[config.mk]
export PLATFORM = sky130hd
export DESIGN_NAME = pipe_ctrl
export DESIGN_NICKNAME = d
export VERILOG_FILES = /design/src/rtl/pipe_ctrl.sv
export SDC_FILE = /design/constraint.sdc
export NUM_CORES = 1
export LEC_CHECK = 0
export CAP_MARGIN = 10
export CORE_UTILIZATION = 50
export DETAILED_ROUTE_END_ITERATION = 8
export GPL_TIMING_DRIVEN = 1
export PLACE_DENSITY = 0.86
export SYNTH_ARGS = -nofsm -noshare
export SYNTH_HDL_FRONTEND = slang
export SYNTH_SLANG_ARGS = --single-unit
[constraint.sdc]
create_clock -name clk -period 3.3 [get_ports clk]
set_input_delay 0.66 -clock clk [delete_from_list [all_inputs] [get_ports clk]]
set_output_delay 0.66 -clock clk [all_outputs]
set_load 0.05 [all_outputs]
[src/rtl/pipe_ctrl.sv]
// pipe_ctrl: hazard controller for a five-stage in-order pipeline. It tracks the
// EX and MEM occupants and resolves memory waits, taken branches, load-use hazards and forwarding.
module pipe_ctrl #(
  parameter int ID_W = 8
) (
  input  logic            clk,
  input  logic            rst_n,
  input  logic            id_vld,
  input  logic [4:0]      id_rs1,
  input  logic [4:0]      id_rs2,
  input  logic [4:0]      id_rd,
  input  logic            id_rs1_vld,
  input  logic            id_rs2_vld,
  input  logic            id_rd_vld,
  input  logic            id_is_load,
  input  logic            id_is_mem,
  input  logic [ID_W-1:0] id_instID,
  input  logic            ex_br_taken,
  input  logic            mem_ack,
  output logic            if_stall,
  output logic            id_stall,
  output logic            ex_stall,
  output logic            id_flush,
  output logic            ex_bubble,
  output logic            pc_redirect,
  output logic [1:0]      fwd_rs1_sel,
  output logic [1:0]      fwd_rs2_sel,
  output logic [1:0]      ctrl_state,
  output logic [ID_W-1:0] ex_instID,
  output logic [15:0]     stall_cycles
);

  typedef enum logic [1:0] {
    ACT_RUN      = 2'd0,
    ACT_MEM_WAIT = 2'd1,
    ACT_TAKEN    = 2'd2,
    ACT_LOAD_USE = 2'd3
  } act_e;

  typedef struct packed {
    logic            vld;
    logic [4:0]      rd;
    logic            rd_vld;
    logic            is_load;
    logic            is_mem;
    logic [ID_W-1:0] inst_id;
  } ex_slot_t;

  typedef struct packed {
    logic       vld;
    logic [4:0] rd;
    logic       rd_vld;
    logic       is_mem;
  } mem_slot_t;

  localparam int EX_W  = $bits(ex_slot_t);
  localparam int MEM_W = $bits(mem_slot_t);

  // Forward source for one operand; x0 and unused operands always read the regfile.
  function automatic logic [1:0] fwd_sel_f(input logic [4:0] rs, input logic rs_vld,
                                           input ex_slot_t ex, input mem_slot_t mem);
    logic [1:0] sel;
    sel = 2'b00;
    if (!rs_vld || rs == 5'd0) begin
      sel = 2'b00;
    end else if (ex.vld && ex.rd_vld && !ex.is_load && ex.rd == rs) begin
      sel = 2'b01;
    end else if (mem.vld && mem.rd_vld && mem.rd == rs) begin
      sel = 2'b10;
    end else begin
      sel = 2'b00;
    end
    return sel;
  endfunction

  ex_slot_t  ex_q, ex_d;
  mem_slot_t mem_q, mem_d;
  act_e      state_q, act_s;
  logic [15:0] stall_q, stall_d;
  logic mem_wait_s, taken_s, load_use_s, rs1_hit_s, rs2_hit_s;

  // Hazard detection and priority selection of this cycle's action
  always_comb begin
    mem_wait_s = mem_q.vld & mem_q.is_mem & ~mem_ack;
    taken_s    = ex_br_taken & ex_q.vld;
    rs1_hit_s  = id_rs1_vld & (id_rs1 == ex_q.rd);
    rs2_hit_s  = id_rs2_vld & (id_rs2 == ex_q.rd);
    load_use_s = id_vld & ex_q.vld & ex_q.is_load & ex_q.rd_vld & (ex_q.rd != 5'd0)
                 & (rs1_hit_s | rs2_hit_s);
    if (mem_wait_s) begin
      act_s = ACT_MEM_WAIT;
    end else if (taken_s) begin
      act_s = ACT_TAKEN;
    end else if (load_use_s) begin
      act_s = ACT_LOAD_USE;
    end else begin
      act_s = ACT_RUN;
    end
  end

  // Control outputs and next contents of the EX/MEM slots
  always_comb begin
    if_stall    = 1'b0;
    id_stall    = 1'b0;
    ex_stall    = 1'b0;
    id_flush    = 1'b0;
    ex_bubble   = 1'b0;
    pc_redirect = 1'b0;
    ex_d        = ex_q;
    mem_d       = mem_q;
    case (act_s)
      ACT_MEM_WAIT: begin
        if_stall = 1'b1;
        id_stall = 1'b1;
        ex_stall = 1'b1;
      end
      ACT_TAKEN: begin
        pc_redirect = 1'b1;
        id_flush    = 1'b1;
        ex_bubble   = 1'b1;
        ex_d        = ex_slot_t'({EX_W{1'b0}});
        mem_d       = '{vld: ex_q.vld, rd: ex_q.rd, rd_vld: ex_q.rd_vld, is_mem: ex_q.is_mem};
      end
      ACT_LOAD_USE: begin
        if_stall  = 1'b1;
        id_stall  = 1'b1;
        ex_bubble = 1'b1;
        ex_d      = ex_slot_t'({EX_W{1'b0}});
        mem_d     = '{vld: ex_q.vld, rd: ex_q.rd, rd_vld: ex_q.rd_vld, is_mem: ex_q.is_mem};
      end
      ACT_RUN: begin
        ex_d  = '{vld: id_vld, rd: id_rd, rd_vld: id_rd_vld, is_load: id_is_load,
                  is_mem: id_is_mem, inst_id: id_instID};
        mem_d = '{vld: ex_q.vld, rd: ex_q.rd, rd_vld: ex_q.rd_vld, is_mem: ex_q.is_mem};
      end
      default: begin
        ex_d  = ex_q;
        mem_d = mem_q;
      end
    endcase
  end

  // Stall counter counts the chosen action, so a taken branch masking a load-use never counts
  always_comb begin
    if ((act_s == ACT_MEM_WAIT || act_s == ACT_LOAD_USE) && stall_q != 16'hFFFF) begin
      stall_d = stall_q + 16'd1;
    end else begin
      stall_d = stall_q;
    end
  end

  // State registers
  always_ff @(posedge clk or negedge rst_n) begin
    if (!rst_n) begin
      ex_q    <= ex_slot_t'({EX_W{1'b0}});
      mem_q   <= mem_slot_t'({MEM_W{1'b0}});
      state_q <= ACT_RUN;
      stall_q <= 16'd0;
    end else begin
      ex_q    <= ex_d;
      mem_q   <= mem_d;
      state_q <= act_s;
      stall_q <= stall_d;
    end
  end

  assign fwd_rs1_sel  = fwd_sel_f(id_rs1, id_rs1_vld, ex_q, mem_q);
  assign fwd_rs2_sel  = fwd_sel_f(id_rs2, id_rs2_vld, ex_q, mem_q);
  assign ctrl_state   = state_q;
  assign ex_instID    = ex_q.vld ? ex_q.inst_id : {ID_W{1'b0}};
  assign stall_cycles = stall_q;

endmodule

==> results of run 1 <==
## Yosys cell counts
library cell / number
xor2_1: 18
buf_6: 1
a21oi_1: 1
nand4b_1: 1
clkbuf_1: 3
o21ai_0: 2
xnor2_1: 17
nor2_1: 10
a21boi_1: 1
nor2b_1: 1
ha_1: 1
nand2_1: 12
a22o_1: 17
buf_4: 4
nor4b_1: 3
inv_1: 2
a31oi_2: 1
or4_1: 2
nand4_1: 5
and3_1: 1
and2_1: 9
nor4_1: 4
nor3b_1: 2
mux2_2: 7
dfrtp_1: 43
and4_1: 1
o22ai_2: 1
or2_2: 2
buf_1: 1
nand3_1: 9
nor4_4: 1
buf_2: 1
nor3_4: 1
nor3_1: 9
## routing by layer
metal  up-vias  GRT usage
li1        817          -
met1       818     0.3304
met2        52     0.3750
met3         4    0.04392
met4         0    0.06649
met5         -          0
## area by class of cell
| cell class | count | area [um^2] | share of cell area |
|---|---|---|---|
| sequential | 43 | 1076 | 0.3639 |
| multi-input combinational | 139 | 1018 | 0.3445 |
| timing repair buffer | 71 | 710.7 | 0.2404 |
| clock buffer | 7 | 76.32 | 0.02581 |
| tap | 50 | 62.56 | 0.02116 |
| inverter | 2 | 7.507 | 0.002539 |
| clock inverter | 1 | 5.005 | 0.001693 |
## kinds of logic (layout without fill, tap and decap cells)
| kind of cell | Yosys count | after routing |
|---|---|---|
| flip-flops | 43 | 43 |
| multiplexers | 7 | 7 |
| AND/OR/NAND/NOR | 73 | 73 |
| adder cells (fa/ha/maj) | 1 | 1 |
| buffers and inverters | 12 | 81 |
| XOR/XNOR | 35 | 35 |
| AO/OA/AOI/OAI | 23 | 23 |
## state kept, by name (all words and copies together), names as in the netlist
| name | count |
|---|---|
| ex_q | 17 |
| stall_cycles | 16 |
| mem_q | 8 |
| ctrl_state | 2 |
## worst max-delay path by stage
stage | start | end | slack [ns]
final | id_rs2[2] | fwd_rs2_sel[1] | 0.39
after global routing | id_rs2[4] | ex_bubble | 0.25
after CTS | id_rs2[2] | fwd_rs2_sel[1] | 0.37
after detailed placement | id_rs2[3] | ex_q[13] | 0.25
after global placement | id_rs2[2] | ex_q[13] | 0.40
after floorplan | id_rs1[0] | fwd_rs1_sel[1] | 0.03
## stage by stage
stage	setup slack, ns	instance area [um^2]	power (mW)
6_report	0.3875	2957	1.608
5_1_grt	0.2530	2957	1.688
4_1_cts	0.3725	2957	1.624
3_5_place_dp	0.2537	2875	1.306
3_3_place_gp	0.4018	2875	1.290
2_1_floorplan	0.02796	2161	1.086
## cell usage in the layout (no fill, tap or decap), types with 2 or more instances in the layout
cell type        count
nor2_1               9
clkdlybuf4s50_1     57
a22o_1              17
xnor2_1             17
nand3_1              9
buf_12               3
nand2_1             12
nor4b_1              3
and2_1               9
mux2_2               7
clkbuf_8             5
nor3_1               9
nor3b_1              2
or4_1                2
clkbuf_1             2
xor2_1              18
inv_1                2
dfrtp_1             43
o21ai_0              2
or2_2                2
buf_4               10
nor4_1               4
nand4_1              5
## power groups by stage
stage / Sequential [mW] / Combinational (mW) / Clock [mW]
after floorplan: 0.825 / 0.261 / 0
after global placement: 0.711 / 0.579 / 0
after detailed placement: 0.715 / 0.591 / 0
after CTS: 0.706 / 0.593 / 0.325
after global routing: 0.723 / 0.625 / 0.341
final: 0.705 / 0.587 / 0.316
==> key figures, run 1 <==
Drt
  – Wire length on met3: approximately 240 um
  – Avg WL per Cell: ~16 um
  – Wl on met1: 2207 um
  – Routed Antenna Nets: 0
  – Post-route DRC violation count: 0
  – Avg Vias per Cell: between 5 and 6
  – Vias: 1691
  – First-pass iteration count of the detailed router: 4
  – Routed Wire Length: a little under 5000 um
  – DRT iter0 DRCs: 87
  – Top Layer Used: met4
  – Met2 Wirelength: roughly 2400 um

Setup path
  – Reg2reg start: ex_q[13]
  – Setup CP Type: in2out
  – Largest delay share family, worst path: simple AND/OR/NAND/NOR gates
  – Worst r2r path cells: 6
  – Worst EP required: approximately 2.6 ns
  – Largest stage delay on the critical path: 0.47 ns
  – Worst R2R Setup Slack: between 0.9 and 1 ns
  – Arr. time, crit path: ~2.3 ns
  – Cells traversed along the worst timing path: clkdlybuf4s50_1 -> xor2_1 -> nor4_1 -> nand4_1 -> nor3_1 -> buf_12
  – Worst setup EP type: output port
  – Buf/Inv on CP: 2
  – CP max FO: 3
  – Worst Setup Start Kind: primary input
  – Crit path depth: 6
  – Slowest cell on crit path: clkdlybuf4s50_1
  – RR Endpoint: ex_q[13]

Worst hold path
  – Hold path start: ex_q[8]
  – Cell count of the worst hold path: 1
  – Worst Hold Path EP: mem_q[0]
  – Worst hold path class: reg2reg

Clocking
  – Worst-skew pair later-pin latency: between 0.2 and 0.3 ns
  – Total CTS buffers: 5
  – CTS tree: built
  – CTS max path bufs: 2
  – Post-CTS Setup Inserts: 0
  – Gates resized, CTS repair: 0
  – H-tree depth: 2
  – CTS Hold Bufs: 0
  – Clock transition at path regs: 0.07 ns
  – Root Buffer: clkbuf_8
  – Sink Count: 43

Global route
  – Initial antenna violation count: 0
  – Largest net degree at the start of global routing: 44
  – GRT Total Usage: 0.2371
  – First-pass GRT wire length: 7976 um
  – Number of global-route vias before repair: between 1500 and 2000
  – Gr ovfl total: 0

Power and ir drop
  – P per Cell Area: around 540 nW/um^2
  – Clock power frac: 0.197
  – Max VDD drop: around 0.5 mV
  – Combinational Power Share: 0.365
  – Switching share of power: 0.3744
  – Switch Pwr: between 0.6 and 0.7 mW
  – Lkg Pwr: about 1.3 nW
  – Flop pwr share: 0.438
  – Internal power: 1.006 mW

STA
  – Max_slew headroom: 0.2166
  – Final hold violation count: 0
  – RSZ-0062 raised after global routing: false
  – Clk_skew: 0.003511 ns
  – Worst-margin pin slew: approximately 1.2 ns
  – Final Cycle Share: 0.8826
  – Minimum clock period: ~2.9 ns
  – Final setup violation count: 0
  – Fin. max-slew vios: 0
  – WHS: 0.4814 ns
  – Setup_tns: 0 ns
  – F_max: 0.3434 GHz

Synthesis
  – Adder-Cell Fraction of Synth Area: 0.005790
  – Number of synthesis warnings: 0
  – Post-Syn Area: around 2200 um^2
  – Post-synthesis simple-gate area fraction: 0.1951
  – Complex-gate fraction of the synthesized area: 0.09091
  – Largest family of logic cells by synthesized area: simple AND/OR/NAND/NOR gates
  – Cell taking the most area after synthesis: dfrtp_1
  – Total nets after synthesis: ~230
  – Xor and xnor area share after synthesis: 0.1419
  – Post-synthesis mux area share: 0.03648
  – Syn Inst Count: just under 200
  – Post-synthesis sequential area ratio: 0.4980
  – Yosys top cell area share: 0.4980
  – Synth area leaders: dfrtp_1 (50%), xor2_1 (7.3%), a22o_1 (6.9%)
  – Synth cell types: 34
  – Syn Area/Cell: 11.14 um^2
  – Synthesis-stage register bit count: 43

Die
  – Die Ht: between 60 and 70 um
  – FP Rows: 23
  – Die area: 4589 um^2
  – Die X: just under 70 um
  – I/O pin total: between 60 and 70
  – Core area: slightly above 4000 um^2
  – Starting Density: 0.5288

Finish
  – Layout area overhead: 36.83%
  – Fin cells: between 300 and 400
  – Share of cells above drive strength 1: 0.1293
  – ANT cells: 0
  – Fillers: between 300 and 400
  – # nets final: just under 300
  – Post-layout util: 0.7235

Placement
  – Dpl cells: just over 300
  – GP Congestion: approximately 0.84
  – Detailed placement HPWL: 3620 um
  – Port Buf Inserts: just under 70

Flow run
  – Max-cap violations: 0

Status
  – Status: complete, no violations
Note: power is estimated with default switching activity, not from simulation.
==> run 2: changes to the inputs <==
- CORE_UTILIZATION: 50 -> 45
- CTS_BUF_LIST: unset -> sky130_fd_sc_hd__clkbuf_4
- PLACE_DENSITY: 0.86 -> 0.78
==> run 2 against run 1 <==
Against the previous run: the run now ends with DRC left; critical path depth is 1 higher; setup slack worse by 0.038 ns; global-route usage is 3.3 points lower; core utilization is 7.0 points lower; final area is 1.1% lower; clock skew is 0.00064 ns higher; combinational power hardly changed; first-iteration DRC count is 23% higher; via count is 0.77% lower.
==> key figures, run 2 (synthesis results as in run 1) <==
Placement
  – GP Congestion: 0.8298 (-1.1%)
  – Detailed placement HPWL: 3450 um (-4.7%)
  – Port Buf Inserts: 68 (unchanged)
  – DP Worst Slack: 0.3721 ns (+0.1184 ns)
  – Dpl cells: 307 (+0.66%)

Clocking
  – Sink Count: 43 (unchanged)
  – Clock transition at path regs: 0.11 ns (+0.04 ns)
  – Worst-skew pair later-pin latency: 0.34 ns (+0.05 ns)
  – CTS max path bufs: 2 (unchanged)
  – H-tree depth: 2 (unchanged)
  – Post-CTS Setup Inserts: 0 (unchanged)
  – CTS tree: built
  – Total CTS buffers: 5 (unchanged)
  – CTS Hold Bufs: 0 (unchanged)
  – Root Buffer: clkbuf_4
  – Gates resized, CTS repair: 0 (unchanged)

Die
  – Starting Density: 0.4829 (-0.04584)
  – Die X: 71.30 um (+5.2%)
  – Die Ht: 71.30 um (+5.2%)
  – Core area: 4474 um^2 (+9.5%)
  – I/O pin total: 69 (unchanged)
  – FP Rows: 24 (+4.3%)
  – Die area: 5083 um^2 (+11%)

Setup path
  – RR Endpoint: stall_cycles[1]
  – Worst R2R Setup Slack: 1.15 ns (+0.18 ns)
  – Worst EP required: 2.64 ns (about the same)
  – Worst setup EP type: output port
  – CP max FO: 3 (unchanged)
  – Cells traversed along the worst timing path: clkdlybuf4s50_1 -> xnor2_1 -> nand4_1 -> o22ai_2 -> a21boi_1 -> nor2_1 -> buf_12
  – Worst Setup Start Kind: primary input
  – Setup CP Type: in2out
  – Reg2reg start: stall_cycles[7]
  – Largest stage delay on the critical path: 0.55 ns (+0.08 ns)
  – Arr. time, crit path: 2.29 ns (+0.04 ns)
  – Slowest cell on crit path: clkdlybuf4s50_1
  – Worst r2r path cells: 6 (unchanged)

STA
  – Setup_tns: 0 ns (unchanged)
  – F_max: 0.3390 GHz (-1.3%)
  – Fin. max-slew vios: 0 (unchanged)
  – Minimum clock period: 2.950 ns (+0.03770 ns)
  – RSZ-0062 raised after global routing: false
  – Clk_skew: 0.004150 ns (+0.0006386 ns)
  – Final hold violation count: 0 (unchanged)
  – Max_slew headroom: 0.3710 (+0.1544)
  – Worst-margin pin slew: 0.9434 ns (-0.2292 ns)
  – Final Cycle Share: 0.8940 (+0.01142)
  – WHS: 0.4462 ns (-0.03517 ns)
  – Final worst setup slack: 0.3498 ns (-0.03770 ns)
  – Final setup violation count: 0 (unchanged)

Power and ir drop
  – Internal power: 0.9431 mW (-6.2%)
  – Switch Pwr: 0.5932 mW (-1.5%)
  – Combinational Power Share: 0.383 (+0.018)
  – Lkg Pwr: 1.235 nW (-1.5%)
  – Max VDD drop: 0.5378 mV (+8.6%)
  – Clock power frac: 0.160 (-0.037)
  – Flop pwr share: 0.457 (+0.019)
  – Switching share of power: 0.3861 (+0.01168)
  – P per Cell Area: 525.6 nW/um^2 (-3.3%)

Drt
  – Routed Wire Length: 4759 um (-3.2%)
  – First-pass iteration count of the detailed router: 6 (+2)
  – Routed Antenna Nets: 0 (unchanged)
  – Avg Vias per Cell: 5.327 (-1.4%)
  – Avg WL per Cell: 15.11 um (-3.8%)
  – Vias: 1678 (-0.77%)
  – DRT iter0 DRCs: 107 (+23%)
  – Post-route DRC violation count: 4 (+4)

Global route
  – GRT Total Usage: 0.2040 (-0.03317)
  – Initial antenna violation count: 0 (unchanged)
  – First-pass GRT wire length: 7962 um (-0.18%)
  – Number of global-route vias before repair: 1693 (+4.6%)
  – Gr ovfl total: 0 (unchanged)
  – Largest net degree at the start of global routing: 44 (unchanged)

Finish
  – # nets final: 296 (unchanged)
  – Fin cells: 315 (+0.64%)
  – Layout area overhead: 35.26%
  – ANT cells: 0 (unchanged)
  – Largest register FFs: 17 (unchanged)
  – Post-layout util: 0.6532 (-0.07027)
  – Top reg by flops: ex_q
  – Most frequent cells in the layout: clkdlybuf4s50_1 (59), dfrtp_1 (43), xor2_1 (18)
  – Share of cells above drive strength 1: 0.1217 (-0.007605)
  – Commonest non-fill, non-tap cell in the layout: clkdlybuf4s50_1

Worst hold path
  – Worst hold path class: in2async

Status
  – Status: finished with violations
  – Violated checks: DRC

Flow run
  – Max-cap violations: 0 (unchanged)
-- run 2: power groups by stage --
stage          logic, mW  clock network, mW  registers [mW]
2_1_floorplan      0.261                  0           0.825
3_3_place_gp       0.581                  0           0.710
3_5_place_dp       0.590                  0           0.712
4_1_cts            0.593              0.256           0.703
5_1_grt            0.627              0.278           0.716
6_report           0.589              0.246           0.702
-- run 2: metrics by stage --
step                      area [um^2]  total power, mW
after global placement           2870            1.291
after global routing             2923            1.622
after detailed placement         2870            1.302
after CTS                        2923            1.552
after floorplan                  2161            1.086
final                            2923            1.536
-- run 2: worst max path at each step --
| stage | startpoint | to | slack, ns | cells after the start |
|---|---|---|---|---|
| CTS | id_rs2[2] | ex_bubble | 0.35 | 7 |
| detailed placement | id_rs1[1] | fwd_rs1_sel[1] | 0.37 | 5 |
| floorplan | id_rs1[0] | fwd_rs1_sel[1] | 0.03 | 4 |
| global placement | id_rs1[1] | fwd_rs1_sel[1] | 0.39 | 5 |
| global route | id_rs2[2] | ex_bubble | 0.18 | 7 |
| finish | id_rs2[2] | ex_bubble | 0.35 | 7 |
-- run 2: cell type report --
class / instances / area (um^2)
Multi-Input combinational cell: 139 / 1018
Tap cell: 52 / 65.06
Clock buffer: 6 / 45.04
Inverter: 2 / 7.507
Fill cell: 371 / 1551
Timing Repair Buffer: 71 / 703.2
Clock inverter: 2 / 7.507
Sequential cell: 43 / 1076
-- run 2: worst max-delay path, delay by kind of cell --
kind	cells	cell delay (ns)
buf+inv	2	0.73
simple gates	2	0.42
compound gates	2	0.34
xor+xnor	1	0.15
-- run 2: layer usage --
layer / share of wire / vias up / wire, um / global-route usage
li1: - / 829 / - / -
met1: 0.45 / 791 / 2144 / 0.2716
met2: 0.47 / 53 / 2251 / 0.3323
met3: 0.063 / 5 / 299 / 0.05063
met4: 0.013 / 0 / 63 / 0.06000
met5: 0 / - / 0 / 0
==> run 3: changes to the inputs <==
--- a/config.mk
+++ b/config.mk
@@ -7,3 +7,3 @@
 export LEC_CHECK = 0
-export CAP_MARGIN = 10
+export CAP_MARGIN = 20
 export CORE_UTILIZATION = 45
==> constraint.sdc (replaced) <==
create_clock -name clk -period 2.85 [get_ports clk]
set_input_delay 0.855 -clock clk [delete_from_list [all_inputs] [get_ports clk]]
set_output_delay 0.855 -clock clk [all_outputs]
set_load 0.05 [all_outputs]
==> run 3 against run 2 <==
Against the previous run: the run still ends with DRC left; clock-buffer cell count stayed put; final cell count rose by 4.1%; flip-flop and latch count unchanged; die area stayed put; first-iteration DRC count is 7.5% lower; hold slack got worse by 0.097 ns; routed wire length grew 11%; largest power group unchanged.
==> key figures, run 3 (synthesis results as in run 1) <==
Status
  – Status: finished with violations
  – Violated checks: DRC

Placement
  – DP Worst Slack: -0.4105 ns (-0.7826 ns)
  – Post-DP Area: 3015 um^2 (+5.1%)
  – Detailed placement HPWL: 3694 um (+7.1%)
  – GP Congestion: 0.9169 (+10%)
  – Port Buf Inserts: 68 (unchanged)

Setup path
  – Worst EP required: 2.00 ns (-0.64 ns)
  – Slowest cell on crit path: or4_4
  – Reg2reg start: ex_q[12]
  – CP max FO: 3 (unchanged)
  – Worst setup EP type: output port
  – Cells traversed along the worst timing path: buf_8 -> or4_4 -> o21ai_2 -> buf_6 -> nor3_2 -> buf_4
  – Worst r2r path cells: 7 (+1)
  – Setup CP Type: in2out
  – CP Launch Point: id_rs2[3]
  – Arr. time, crit path: 1.99 ns (-0.30 ns)
  – Largest stage delay on the critical path: 0.53 ns (-0.02 ns)
  – Worst Setup Start Kind: primary input

Clocking
  – Total CTS buffers: 5 (unchanged)
  – Clock transition at path regs: 0.11 ns (about the same)
  – CTS max path bufs: 2 (unchanged)
  – H-tree depth: 2 (unchanged)
  – Worst-skew pair later-pin latency: 0.34 ns (about the same)
  – Sink Count: 43 (unchanged)
  – CTS tree: built
  – Root Buffer: clkbuf_4

Finish
  – Share of cells above drive strength 1: 0.3007 (+0.1791)
  – # nets final: 309 (+4.4%)
  – Area of the multi-input gates: 1196 um^2 (+17%)
  – Commonest non-fill, non-tap cell in the layout: dfrtp_1
  – Top reg by flops: ex_q
  – Most frequent cells in the layout: dfrtp_1 (42), clkdlybuf4s50_1 (35), buf_4 (20)
  – Largest register FFs: 17 (unchanged)
  – Layout area overhead: 49.91%
  – Design area: 3239 um^2 (+11%)
  – Seq. cell area: 1077 um^2 (+0.12%)
  – Fillers: 317 (-15%)
  – ANT cells: 0 (unchanged)

Power and ir drop
  – P per Cell Area: 575.2 nW/um^2 (+9.4%)
  – Combinational Power Share: 0.404 (+0.021)
  – Switching share of power: 0.3896 (+0.003497)
  – Lkg Pwr: 1.520 nW (+23%)
  – Final Total Pwr: 1.863 mW (+21%)
  – Internal power: 1.137 mW (+21%)
  – Max VDD drop: 0.5618 mV (+4.5%)
  – Clock power frac: 0.152 (-0.008)
  – Flop pwr share: 0.443 (-0.014)
  – Switch Pwr: 0.7259 mW (+22%)

Die
  – Die area: 5083 um^2 (unchanged)
  – Die X: 71.30 um (unchanged)
  – Die Ht: 71.30 um (unchanged)
  – I/O pin total: 69 (unchanged)
  – Core area: 4474 um^2 (unchanged)
  – FP Rows: 24 (unchanged)
  – Starting Density: 0.4829 (unchanged)

Drt
  – DRT iter0 DRCs: 99 (-7.5%)
  – Post-route DRC violation count: 6 (+2)
  – Avg Vias per Cell: 5.372 (+0.84%)
  – Vias: 1762 (+5.0%)
  – Avg WL per Cell: 16.10 um (+6.6%)
  – Routed Antenna Nets: 0 (unchanged)
  – First-pass iteration count of the detailed router: 6 (unchanged)
  – Routed Wire Length: 5280 um (+11%)

STA
  – Final worst setup slack: 0.0006413 ns (-0.3492 ns)
  – Final hold violation count: 0 (unchanged)
  – Max_slew headroom: 0.6193 (+0.2483)
  – Setup_tns: 0 ns (unchanged)
  – Final setup violation count: 0 (unchanged)
  – Worst-margin pin slew: 0.5699 ns (-0.3736 ns)
  – Minimum clock period: ~2.8 ns
  – F_max: 0.3510 GHz
  – RSZ-0062 raised after global routing: true
  – Clk_skew: 0.007000 ns (+0.002851 ns)
  – Final Cycle Share: 0.9998
  – Fin. max-slew vios: 0 (unchanged)
  – WHS: 0.3488 ns (-0.09736 ns)

Global route
  – Number of global-route vias before repair: 1710 (+1.0%)
  – Largest net degree at the start of global routing: 20 (-55%)
  – First-pass GRT wire length: 8300 um (+4.2%)
  – Initial antenna violation count: 0 (unchanged)
  – GRT Total Usage: 0.2133 (+0.009386)
  – Gr ovfl total: 0 (unchanged)

Flow run
  – Max-cap violations: 0 (unchanged)

Worst hold path
  – Worst hold path class: in2async
## run 3: cell count changes in the layout (fill, tap and decap cells not counted), moves of 3 or more
cell,previous run,this run
buf_2,1,5
buf_4,9,20
buf_6,0,6
buf_8,0,3
clkdlybuf4s50_1,59,35
dlygate4sd2_1,0,3
dlymetal6s2s_1,0,9
xnor2_1,17,8
xnor2_2,0,8
## run 3: per-stage QoR
step / cells / util
final: 328 / 0.7240
after global routing: 328 / 0.7240
after CTS: 328 / 0.6876
after detailed placement: 320 / 0.6739
after global placement: 320 / 0.6739
after floorplan: 194 / -
## run 3: what timing repair did
item / CTS / global route
cloned: 0 / 0
hold buffers: 0 / 0
pin swaps: 16 / 17
endpoints found under the setup margin: 7 / 16
setup buffers: 0 / 1
resized for setup: 58 / 37
## run 3: power by group through the flow
stage	logic [mW]	registers (mW)	clock network, mW
finish	0.754	0.826	0.284
global route	0.795	0.842	0.324
CTS	0.723	0.820	0.295
detailed placement	0.714	0.830	0
global placement	0.704	0.827	0
floorplan	0.313	0.955	0
## run 3: final timing paths
check	endpoint	slack, ns
worst max-delay path	fwd_rs2_sel[0]	0.0006
worst min-delay path	ex_q[1]	0.35
worst max register to register	stall_cycles[8]	0.67
worst min register to register	mem_q[0]	0.49
max in group asynchronous	ex_q[12]	1.98
min in group clk	mem_q[0]	0.49
## run 3: final cells by class
type,instances,share of cell area
Multi-Input combinational cell,139,0.3693
Sequential cell,43,0.3326
Timing Repair Buffer,84,0.2584
Tap cell,52,0.02008
Clock buffer,6,0.01390
Inverter,2,0.003476
Clock inverter,2,0.002317
## run 3: per-layer routing
metal | track usage | vias up | wire [um]
met3 | 0.04219 | 5 | 235
met1 | 0.2918 | 856 | 2350
li1 | - | 851 | -
met2 | 0.3365 | 50 | 2630
met4 | 0.08444 | 0 | 63
met5 | 0 | - | 0
## run 3: critical path, delay by kind of cell
kind                   cells  cell delay [ns]
AO/OA/AOI/OAI              1             0.16
buffers and inverters      3             0.41
AND/OR/NAND/NOR            2             0.57
